`src/rtl/pipe_controller.sv`:
```
// pipe_controller
// Scrolls the single on-screen pipe left once per video frame, respawns it at
// the right edge with an LFSR-derived gap height, and pulses pipe_passed when
// the pipe's trailing edge crosses the bird column.
// Optional build macro: PIPE_LFSR_FREERUN_EN (LFSR advances every Clk cycle).
module pipe_controller #(
    parameter int START_X = 640,
    parameter int Y_INIT  = 120,
    parameter int Y_MIN   = 40,
    parameter int SPEED   = 2,
    parameter int PIPE_W  = 90,
    parameter int BIRD_X  = 160
) (
    input  logic       Clk,
    input  logic       Reset,
    input  logic       frame_clk,
    input  logic       run,
    input  logic       freeze,
    output logic [9:0] PipePositionX,
    output logic [9:0] PipePositionY,
    output logic       pipe_passed
);

    typedef enum logic [1:0] {
        IDLE   = 2'd0,
        SCROLL = 2'd1,
        HOLD   = 2'd2
    } state_t;

    localparam logic [9:0]  START_X_V = 10'(START_X);
    localparam logic [9:0]  Y_INIT_V  = 10'(Y_INIT);
    localparam logic [9:0]  Y_MIN_V   = 10'(Y_MIN);
    localparam logic [9:0]  SPEED_V   = 10'(SPEED);
    localparam logic [10:0] PIPE_W_V  = 11'(PIPE_W);
    localparam logic [10:0] BIRD_X_V  = 11'(BIRD_X);
    localparam logic [7:0]  LFSR_SEED = 8'hA5;

    state_t      state;
    logic        sync1, sync2, sync_prev;
    logic        tick;
    logic [7:0]  lfsr;
    logic [7:0]  lfsr_next;
    logic        respawn;
    logic [9:0]  x_next;
    logic [10:0] old_edge;
    logic [10:0] new_edge;
    logic        crossing;
    logic        respawn_step;

    // Two-stage synchronizer plus edge register for the asynchronous frame clock
    always_ff @(posedge Clk) begin
        // NOTE: all three flops reset to 1 so a frame_clk already high at
        // reset release looks like "no edge" rather than a spurious tick.
        if (Reset) begin
            sync1     <= 1'b1;
            sync2     <= 1'b1;
            sync_prev <= 1'b1;
        end else begin
            sync1     <= frame_clk;
            sync2     <= sync1;
            sync_prev <= sync2;
        end
    end

    assign tick = sync2 & ~sync_prev;

    // Position arithmetic: respawn test uses the pre-subtract X so X never wraps
    always_comb begin
        lfsr_next = {lfsr[6:0], lfsr[7] ^ lfsr[5] ^ lfsr[4] ^ lfsr[3]};
        respawn   = (PipePositionX < SPEED_V);
        x_next    = PipePositionX - SPEED_V;
        old_edge  = {1'b0, PipePositionX} + PIPE_W_V;
        new_edge  = {1'b0, x_next} + PIPE_W_V;
        crossing  = (old_edge >= BIRD_X_V) && (new_edge < BIRD_X_V);
        respawn_step = (state == SCROLL) && run && !freeze && tick && respawn;
    end

`ifdef PIPE_LFSR_FREERUN_EN
    // Free-running LFSR: respawn height depends on player timing
    always_ff @(posedge Clk) begin
        if (Reset) begin
            lfsr <= LFSR_SEED;
        end else begin
            lfsr <= lfsr_next;
        end
    end
`else
    // LFSR advances only on respawn, giving a deterministic height sequence
    always_ff @(posedge Clk) begin
        if (Reset) begin
            lfsr <= LFSR_SEED;
        end else if (respawn_step) begin
            lfsr <= lfsr_next;
        end
    end
`endif

    // Control FSM with registered positions and score pulse
    always_ff @(posedge Clk) begin
        // NOTE: sequential state uses non-blocking assignments so every
        // register in this block sees the pre-edge values of the others.
        if (Reset) begin
            state         <= IDLE;
            PipePositionX <= START_X_V;
            PipePositionY <= Y_INIT_V;
            pipe_passed   <= 1'b0;
        end else begin
            pipe_passed <= 1'b0;
            case (state)
                IDLE: begin
                    PipePositionX <= START_X_V;
                    PipePositionY <= Y_INIT_V;
                    if (run) begin
                        state <= SCROLL;
                    end
                end
                SCROLL: begin
                    if (!run) begin
                        state         <= IDLE;
                        PipePositionX <= START_X_V;
                        PipePositionY <= Y_INIT_V;
                    end else if (freeze) begin
                        state <= HOLD;
                    end else if (tick) begin
                        if (respawn) begin
                            PipePositionX <= START_X_V;
                            PipePositionY <= Y_MIN_V + {2'b00, lfsr};
                        end else begin
                            PipePositionX <= x_next;
                            pipe_passed   <= crossing;
                        end
                    end
                end
                HOLD: begin
                    if (!run) begin
                        state         <= IDLE;
                        PipePositionX <= START_X_V;
                        PipePositionY <= Y_INIT_V;
                    end
                end
                default: begin
                    state <= IDLE;
                end
            endcase
        end
    end

endmodule

```
`config.mk`:
```
export PLATFORM = sky130hd
export DESIGN_NAME = pipe_controller
export DESIGN_NICKNAME = d
export VERILOG_FILES = /design/src/rtl/pipe_controller.sv
export SDC_FILE = /design/constraint.sdc
export NUM_CORES = 1
export LEC_CHECK = 0
export CORE_MARGIN = 1
export CORE_UTILIZATION = 57
export DETAILED_ROUTE_END_ITERATION = 8
export GPL_ROUTABILITY_DRIVEN = 0
export PLACE_DENSITY = 0.8
export SLEW_MARGIN = 15
export SYNTH_ARGS = -nofsm -noshare
export SYNTH_HDL_FRONTEND = slang
export SYNTH_SLANG_ARGS = --single-unit
```
`constraint.sdc`:
```
create_clock -name Clk -period 5 [get_ports Clk]
set_clock_uncertainty 0.2 [all_clocks]
set_input_delay 1.5 -clock Clk [delete_from_list [all_inputs] [get_ports Clk]]
set_output_delay 1.5 -clock Clk [all_outputs]
set_load 0.02 [all_outputs]
```
Yosys cells after proc, flatten, opt, wreduce, memory -nomap -nowiden. Cells that the tools add are included.

Input bits: 5. Output and inout bits: 21. Register bits after elaboration: 34.

Multiplexer cells: 17. $add $sub $neg: 4. Bitwise gates (word level): 8. Equal/unequal tests: 8. Reductions and logical operators: 12. $lt $le $gt $ge: 3.

Operator list (number): $mux W10 (10); $pmux W10 S3 (2); $add A10 B7 Y11 const B (2); $ne A3 B3 Y1 const B (4); $ge A11 B8 Y1 const B (1); $lt A11 B8 Y1 const B (1); $lt A10 B2 Y1 const B (1); $sub A10 B2 Y10 const B (1); $add A6 B8 Y9 const A (1); $mux W2 (4); $pmux W2 S3 (1); $reduce_or A6 Y1 (1); $logic_and A1 B1 Y1 (5); $reduce_and A5 Y1 (1); $ne A2 B2 Y1 const B (2); $not A1 Y1 (4); $reduce_and A4 Y1 (1); $reduce_and A3 Y1 (1); $reduce_bool A3 Y1 (1); $xor A1 B1 Y1 (3); $eq A2 B1 Y1 const B (1); $eq A2 B2 Y1 const B (1); $logic_not A2 Y1 (1); $and A1 B1 Y1 (1); $logic_not A1 Y1 (1).

Logic depth before layout (Yosys ltp).
Depth in word-level cells: 6. Depth in mapped cells: 7.

Worst setup path before layout. No wires, ideal clock.

Path kind: in2reg. Start point: input freeze. End point: register lfsr[2]. Slack: 1.987 ns. Setup time: 0.120 ns. Cell stages on the path: 6. Path buffers: 1. Arrival: 2.693 ns. Cells stage by stage: nor3b_1 nand2_1 nor4b_4 buf_6 nor2b_1 a211o_1.

Cells in the longest elaborated chain, start to end: 4.

Ends and longest elaborated chain: start: declaration (line 18) `input logic freeze,`; $logic_not A1 Y1 (line 75) `respawn_step = (state == SCROLL) && run && !freeze && tick && respawn;`; $logic_and A1 B1 Y1 (3 in series) (line 75); end signal: assignment (line 93) `lfsr <= lfsr_next;`; end: declaration (line 41) `logic [7:0] lfsr;`.

Every way passes these cells. A chain may end at the register's enable or synchronous reset.

Worst setup path in the final report.
Start point: input freeze. End point: register lfsr[7].

Same word-level chain as after synthesis.

==> flow_summary.ini <==
[final_layout]
antenna_cells = 0
filler_cell_count = 226
layout-drive-gt1-share_pct = 11.8
postLayoutCoreUtil_pct = 71.0
finish.net_count = 227
layout-area-overhead-vs-synth_pct = 15.6

[sta]
slew_headroom_pct = 52.8
max_slew.worst_pin.slew_ns = 0.704
maxClockFrequency_ghz = 0.281
rsz0062_at_grt = false
hold_violation_total_from_the_final_report = 0
hold_slack_ns = 0.221
setup_viol_count_final = 0
post-route-period-util_pct = 71.2
final.setup.tns_ns = 0
final.min_clock_period_ns = 3.56
finalMaxSlewViolations = 0

[clock_network]
cts_tree = built
cts-root-buf = sky130_fd_sc_hd__clkbuf_4
clk_transition_reported_paths_ns = 0.10
ctsResizeCount = 0
tritoncts.num_buffers = 5
clkSinkCount = 32
hold_buffers = 0
clockBufferDepth = 2
cts-htree-levels = 2
worst_skew_pair.late_latency_ns = 0.33
post_cts.repair.setup_buffers = 0

[worst_hold_path]
hold_path_startpoint = sync1
hold_path.class = flop to flop
worstHoldEndpoint = sync2
hold_path_depth = 1

[critical_path]
reg2reg_to = lfsr[7]
timing.rr.start = PipePositionX[1]
worst_r2r_setup_slack_ns = 2.56
cp_data_arrival_time_ns = 3.59
endpoint_class_of_the_critical_path = flop
cp_data_required_time_ns = 5.03
worstSetupStartpointType = primary input
worst_setup_path_startpoint = freeze
worstPathMaxFanout = 11
r2r_cells = 5
timing_worst_setup_path_type = primary input to flop

[die]
die_area_mm2 = 0.00324
start_util_pct = 61.4
dieWidth_um = 57.0
dieHeight_um = 57.0
num_rows = 19
floorplan.core_area_mm2 = 0.00281
ios = 26

[placed_design]
detailed_place_hpwl_mm = 2.60
io_buffer_count = 23

[synthesis]
synth-main-ff-cell = sky130_fd_sc_hd__dfxtp_1
synth_area_leader = sky130_fd_sc_hd__dfxtp_1
synth_compound_area_share_pct = 19.0
post_synth_instance_area_mm2 = 0.00172
synth_area_per_cell_um2 = 8.70
synth_edf_count = 0
ys_warn_count = 0
yosys-mux-area-fraction_pct = 4.14
synthCells = 198
post_synth_top_cells = 32 x sky130_fd_sc_hd__dfxtp_1, 23 x sky130_fd_sc_hd__nor2_1, 15 x sky130_fd_sc_hd__nand2_1
synth_top_family_by_area = simple AND/OR/NAND/NOR gates
synthMostInstantiatedCell = sky130_fd_sc_hd__dfxtp_1
post_synth_fa_ha_maj_area_fraction_pct = 2.18
async_reset_ff_share_pct = 0
synthDominantCellAreaShare_pct = 37.2
synthXorXnorAreaFrac_pct = 4.58
synth_seq_area_share_pct = 37.2
synthSimpleGateAreaFrac_pct = 27.5
netlist-cell-type-count = 55
ys_top_cells_by_area = sky130_fd_sc_hd__dfxtp_1 37%, sky130_fd_sc_hd__nor2_1 5.0%, sky130_fd_sc_hd__a21oi_1 4.1%
synth-seq-cells = 32

[routing]
detailedRoute.firstPassIterationCount = 6
detail_route.vias_per_cell = 6.03
drt_iter0_drc = 81
vias = 1513
drt.antenna.violating_nets = 0
routed_wire_length_per_instance_um = 14.8
drc = 2
routed_wirelength_mm = 3.71

[global_routing]
globalRouteTotalUtil_pct = 24.8
first_pass_grt_wire_length_mm = 6.25
first_global_vias = 1390
grt_start_max_net_pins = 32
antenna_found_initial = 0
overflow = 0

[power_and_ir_drop]
p_leak_nw = 0.704
cellPowerDensity_mw_per_mm2 = 242
irDropWorstVdd_mv = 0.153

[status]
outcome = complete, but fails checks
failed_checks = design-rule violations

[run]
cap_violations = 0
worst max path at each step:
stage / to / slack [ns] / depth (start not counted)
detailed placement: lfsr[7] / 1.08 / 6
global route: lfsr[7] / 1.31 / 6
finish: lfsr[7] / 1.44 / 6
global placement: lfsr[7] / 1.19 / 6
floorplan: lfsr[2] / 1.99 / 6
CTS: lfsr[7] / 1.45 / 6
area by class of cell:
type,instances,area (µm²),share of cell area [%]
Clock buffer,7,55.1,2.77
Clock inverter,1,7.51,0.377
Inverter,4,15.0,0.754
Multi-Input combinational cell,152,996,50.0
Sequential cell,32,641,32.2
Tap cell,31,38.8,1.95
Timing Repair Buffer,24,238,11.9
logic make-up after synthesis:
kind of cell               Yosys count
AOI/OAI and AO/OA                   50
buffers and inverters               15
xor gates and xnor gates             9
and+or+nand+nor                     81
DFF                                 32
other                                1
muxes                                7
adders and majority gates            3
layer usage:
metal  track usage, %  share of wire, %  up-vias
met5                0                 0        -
met4             5.92               1.5        0
met3             7.03               7.5        8
met2             41.0                47       60
met1             32.3                44      702
li1                 -                 -      743
where the power goes:
group	switching (W)	total (W)	leakage [nW]	internal (W)
sequential	0.00000636	0.000266	0.260	0.000259
combinational	0.0000357	0.0000602	0.413	0.0000245
clock	0.0000880	0.000157	0.0315	0.0000688
total	0.000130	0.000483	0.704	0.000353
cell usage in the layout (no fill, tap or decap), drive strengths merged, types with 2 or more instances in the layout:
cell type	Yosys	layout
nor3	7	7
dfxtp	32	32
nand2b	4	4
inv	4	4
a21oi	15	15
o21bai	5	5
nand3	5	5
a311oi	2	2
conb	1	2
nor3b	3	3
or4b	2	2
o21a	2	2
o21ai	12	12
nor2b	3	3
nand2	15	15
nand4b	2	2
ha	3	3
clkdlybuf4s50	0	23
nor2	24	24
a211o	3	3
a32oi	2	2
or2	6	6
and3	2	2
xnor2	8	8
mux2i	6	6
clkbuf	4	7
critical path, cell delays in order:
cell	delay (ns)
sky130_fd_sc_hd__clkdlybuf4s50_1	0.42
sky130_fd_sc_hd__nor3b_1	0.39
sky130_fd_sc_hd__nand2_1	0.18
sky130_fd_sc_hd__nor4b_4	0.68
sky130_fd_sc_hd__nor2b_1	0.10
sky130_fd_sc_hd__a211o_2	0.32
state kept, by name, summed over array words and instances, names as in the netlist:
name	cells
sync_prev	1
state	2
sync1	1
PipePositionY	9
pipe_passed	1
PipePositionX	9
sync2	1
lfsr	8
metrics by stage:
stage / std cells / total power (W) / setup WS, ns / area (µm²)
3_3_place_gp: 243 / 0.000329 / 1.19 / 1930
3_5_place_dp: 243 / 0.000331 / 1.08 / 1930
2_1_floorplan: 199 / 0.000314 / 1.99 / 1730
4_1_cts: 251 / 0.000487 / 1.45 / 1990
6_report: 251 / 0.000483 / 1.44 / 1990
5_1_grt: 251 / 0.000504 / 1.31 / 1990
Power figures use the tool's default switching activity.
